**config.mk**
```make
export PLATFORM = sky130hd
export DESIGN_NAME = stream_deserializer
export DESIGN_NICKNAME = d
export VERILOG_FILES = /design/src/rtl/stream_deserializer.sv
export SDC_FILE = /design/constraint.sdc
export NUM_CORES = 1
export LEC_CHECK = 0
export BUFFER_PORTS_ARGS = -buffer_cell sky130_fd_sc_hd__buf_2
export CORE_MARGIN = 2
export CORE_UTILIZATION = 30
export CTS_CLUSTER_SIZE = 16
export DETAILED_ROUTE_END_ITERATION = 10
export GPL_TIMING_DRIVEN = 0
export PLACE_DENSITY = 0.6
export SLEW_MARGIN = 20
export SYNTH_ARGS = -nofsm -noshare
export SYNTH_HDL_FRONTEND = slang
export SYNTH_SLANG_ARGS = --single-unit
```
**constraint.sdc**
```tcl
create_clock -name clk_i -period 2.1 [get_ports clk_i]
set_input_delay 0.315 -clock clk_i [delete_from_list [all_inputs] [get_ports clk_i]]
set_output_delay 0.315 -clock clk_i [all_outputs]
set_load 0.02 [all_outputs]
```
**src/rtl/stream_deserializer.sv**
```systemverilog
// Packs els_p consecutive valid/yumi elements (lane 0 first) into one wide valid/ready word.
// Optional STREAM_DESERIALIZER_FLUSH_EN adds flush_i/count_o to close a partial word early.
module stream_deserializer #(
  parameter int width_p = 10,
  parameter int els_p   = 4,
  localparam int cnt_w  = $clog2(els_p + 1)
) (
  input  logic                       clk_i,
  input  logic                       reset_n_i,
`ifdef STREAM_DESERIALIZER_FLUSH_EN
  input  logic                       flush_i,
  output logic [cnt_w-1:0]           count_o,
`endif
  input  logic                       valid_i,
  input  logic [width_p-1:0]         data_i,
  output logic                       yumi_o,
  output logic                       valid_o,
  output logic [width_p*els_p-1:0]   data_o,
  input  logic                       ready_i
);

  // Handshake: an element moves when yumi_o=1 (yumi_o implies valid_i);
  // a word moves when valid_o & ready_i. valid_o is a pure register.
  logic [els_p-1:0][width_p-1:0] lanes_q, lanes_d;
  logic [cnt_w-1:0]              count_q, count_d, wr_idx;
  logic                          closed_q, closed_d;
  logic                          hs, full, flush_close;

  always_comb begin
    hs          = closed_q & ready_i;
    yumi_o      = reset_n_i & valid_i & (~closed_q | ready_i);
    wr_idx      = hs ? '0 : count_q;
    count_d     = count_q;
    flush_close = 1'b0;

    if (hs && yumi_o)  count_d = cnt_w'(1);
    else if (hs)       count_d = '0;
    else if (yumi_o)   count_d = count_q + cnt_w'(1);

    full = (count_d == cnt_w'(els_p));
`ifdef STREAM_DESERIALIZER_FLUSH_EN
    // Flush only closes a word that will hold at least one element.
    flush_close = flush_i & ~closed_q & ((count_q != '0) | yumi_o);
`endif
    closed_d = (closed_q & ~hs) | full | flush_close;

    // After a handoff every lane not refilled this cycle reads back as 0.
    for (int k = 0; k < els_p; k++) begin
      lanes_d[k] = lanes_q[k];
      if (yumi_o && (wr_idx == cnt_w'(k))) lanes_d[k] = data_i;
      else if (hs)                         lanes_d[k] = '0;
    end
  end

  always_ff @(posedge clk_i or negedge reset_n_i) begin
    if (!reset_n_i) begin
      lanes_q  <= '0;
      count_q  <= '0;
      closed_q <= 1'b0;
    end else begin
      lanes_q  <= lanes_d;
      count_q  <= count_d;
      closed_q <= closed_d;
    end
  end

  assign valid_o = closed_q;
  assign data_o  = lanes_q;
`ifdef STREAM_DESERIALIZER_FLUSH_EN
  assign count_o = count_q;
`endif

endmodule
```
==> metrics.md <==
| Metric | Value |
|---|---|
| Status | `complete, no violations` |
| Total Die Area | `approximately 7000 um^2` |
| Leakage | `1.28 nW` |
| Total power | `3.26 mW` |
| Max stage delay on crit path | `0.47 ns` |
| 1st-iter DRT viols | `76` |
| CP max-delay cell | `buf_4` |
| Via total after detailed routing | `1479` |
| Residual DRC count | `0` |
| Htree depth | `2` |
| Dpl ws | `-0.232 ns` |
| Register area share after synthesis | `58.3%` |
| Die H | `83.4 um` |
| Starting Density | `31.5%` |
| First-pass GRT wire length | `7.99 mm` |
| Worst Path Max Fanout | `48` |
| Die Width | `83.4 um` |
| Post-Synthesis Cells | `182` |
| Hpwl dp | `~3.4 mm` |
| Root Buffer | `clkbuf_8` |
| Total track usage | `~15%` |
| Critical path type | `in2reg` |
| Crit path time final | `~1.6 ns` |
| Core footprint | `5990 um^2` |
| Nets@finish | `259` |
| Syn avg cell area | `10.4 um^2` |
| CP endpoint kind | `flop` |
| Synth-to-layout area growth | `24.3%` |
| Post-CTS setup buffer count | `0` |
| CTS tree | `built` |
| Share of the synthesized area in the top cell type | `between 50% and 60%` |
| Slack of the critical path | `~0.51 ns` |
| Post-CTS sizing | `0` |
| Relative slew slack | `59.4%` |
| Post-DR vias/cell | `~4.6` |
| TritonRoute pass-1 iters | `4` |
| Vias in the first global route | `1474` |
| TritonCTS Buffers | `5` |
| Post-Syn Area | `roughly 1900 um^2` |
| Clock insertion delay at the later pin of the skew report | `just under 0.3 ns` |
| WP data arrival | `1.75 ns` |
| Synthesized flop and latch total | `44` |
| Yosys cell types | `27` |
| CP Launch Type | `primary input` |
| Worst EP required | `2.26 ns` |
| Share of cells above drive strength 1 | `29.4%` |
| Synth warnings | `0` |
| IO buf count | `55` |
| # clock sinks | `44` |
| Crit-path cells | `buf_4 -> nand2_2 -> nor4b_4 -> buf_6 -> mux2i_1 -> nor2_1` |
| Antenna viol nets, final | `0` |
| Row cnt | `28` |
| Layout Skew | `0.00975 ns` |
| Yosys top cell by area | `dfrtp_1` |
| Fmax | `628 MHz` |
| Top cells by area, synth | `dfrtp_1 58%, mux2i_1 11%, o21ai_0 6.1%` |
| Largest net degree at the start of global routing | `49` |
| Io pins | `56` |
| Worst-path clk slew | `0.09 ns` |
| Total grt overflow | `0` |
| Slew @ Worst Pin | `0.609 ns` |
| PwrDens | `1390 nW/um^2` |
| Routed WL per cell | `15.1 um` |
| Initial antenna violation count | `0` |
| Crit share post-route | `between 70% and 80%` |
| Final hold viol count | `0` |
| Slew Viols, Final | `0` |
| # hold bufs at CTS | `0` |
| Smallest hold slack | `between 0.02 and 0.025 ns` |
| Worst hold path class | `in2async` |
| VDD IR max | `560 uV` |
| Routability cong. | `0.740` |
| Total Routed Length | `4.83 mm` |
| RSZ-0062 raised after global routing | `no` |
| Final setup fails | `0` |
| Post-Synthesis Net Count | `197` |
| Post-layout util | `roughly two fifths` |
| Antenna cells | `0` |
| Max-Cap Viols | `0` |
| Clk buf depth | `2` |
==> synth_stat cells, drive strengths merged <==
library cell and instances:
a21oi 1, nor3 2, nand2b 1, and2 2
xor2 1, nand4b 1, o211ai 1, nand4 1
buf 4, and2b 1, o21a 1, nor2b 1
inv 11, nand3 11, ha 1, clkbuf 6
o21ai 23, nor2 21, nand2 25, mux2i 21
nor4b 1, dfrtp 44, a31o 1
==> cell type report <==
class,instances,area [um^2]
fill,615,3640
sequential,44,1100
multi-input combinational,117,694
timing repair buffer,55,278
tap,75,93.8
clock buffer,5,68.8
buffer,10,52.6
inverter,11,41.3
clock inverter,3,18.8
==> cells in the final DEF (no fill, tap or decap), types with 2 or more instances in the layout <==
master | netlist | layout
buf_2 | 2 | 56
o21ai_0 | 23 | 23
nand2_1 | 24 | 24
clkbuf_1 | 5 | 5
buf_4 | 1 | 2
and2_1 | 2 | 2
mux2i_1 | 21 | 21
dfrtp_1 | 44 | 44
nor2_1 | 21 | 21
nor3_1 | 2 | 2
nand3_1 | 11 | 11
clkbuf_8 | 0 | 5
inv_1 | 11 | 11
clkinv_2 | 0 | 2
==> kinds of logic (layout without fill, tap and decap cells) <==
logic type	count (synthesis)	in the layout	share of synthesized area, %
buffers and inverters	21	84	4.97
DFF	44	44	58.3
xor gates and xnor gates	1	1	0.464
adders and majority gates	1	1	0.662
muxes	21	21	11.1
AOI/OAI and AO/OA	27	27	7.62
and+or+nand+nor	67	67	16.9
==> worst max-delay path: cells and delay by family <==
| kind | cells | cell delay, ns |
|---|---|---|
| muxes | 1 | 0.20 |
| buffers and inverters | 2 | 0.69 |
| and+or+nand+nor | 3 | 0.51 |
==> where the power goes <==
part	leakage (nW)	switching (mW)	total, mW	internal [mW]
registers	0.577	0.209	1.38	1.17
clock network	0.0479	0.293	0.525	0.232
logic	0.656	0.877	1.35	0.475
total	1.28	1.38	3.26	1.88
==> state kept, by name, summed over array words and instances (netlist names) <==
signal,cells
count_q,3
data_o,40
valid_o,1
==> final timing paths <==
check / startpoint / endpoint / slack (ns) / cells past startpoint
setup / recovery: reset_n_i / data_o[21]$_DFFE_PN0P_ / 0.51 / 6
hold / removal: reset_n_i / data_o[18]$_DFFE_PN0P_ / 0.02 / 1
setup reg to reg: valid_o$_DFF_PN0_ / data_o[2]$_DFFE_PN0P_ / 0.60 / 4
hold reg to reg: data_o[3]$_DFFE_PN0P_ / data_o[3]$_DFFE_PN0P_ / 0.51 / 2
max in group asynchronous: reset_n_i / data_o[12]$_DFFE_PN0P_ / 1.66 / 1
min in group clk_i: data_i[3] / data_o[13]$_DFFE_PN0P_ / 0.29 / 3
==> through the flow <==
stage,cells,cell area [um^2],TNS [ns]
after floorplan,182,1890,0
after global routing,320,2350,0
final,320,2350,0
after detailed placement,312,2260,-4.38
after CTS,320,2350,0
after global placement,312,2260,-3.21
==> layer usage <==
layer	part of all wire (%)	vias up	wire [um]	track usage [%]
met5	0	-	0	0
met4	0.79	0	38	4.02
met3	6.2	4	300	4.17
met2	46	45	2230	23.1
met1	47	703	2260	19.9
li1	-	727	-	-
Power figures use the tool's default switching activity.
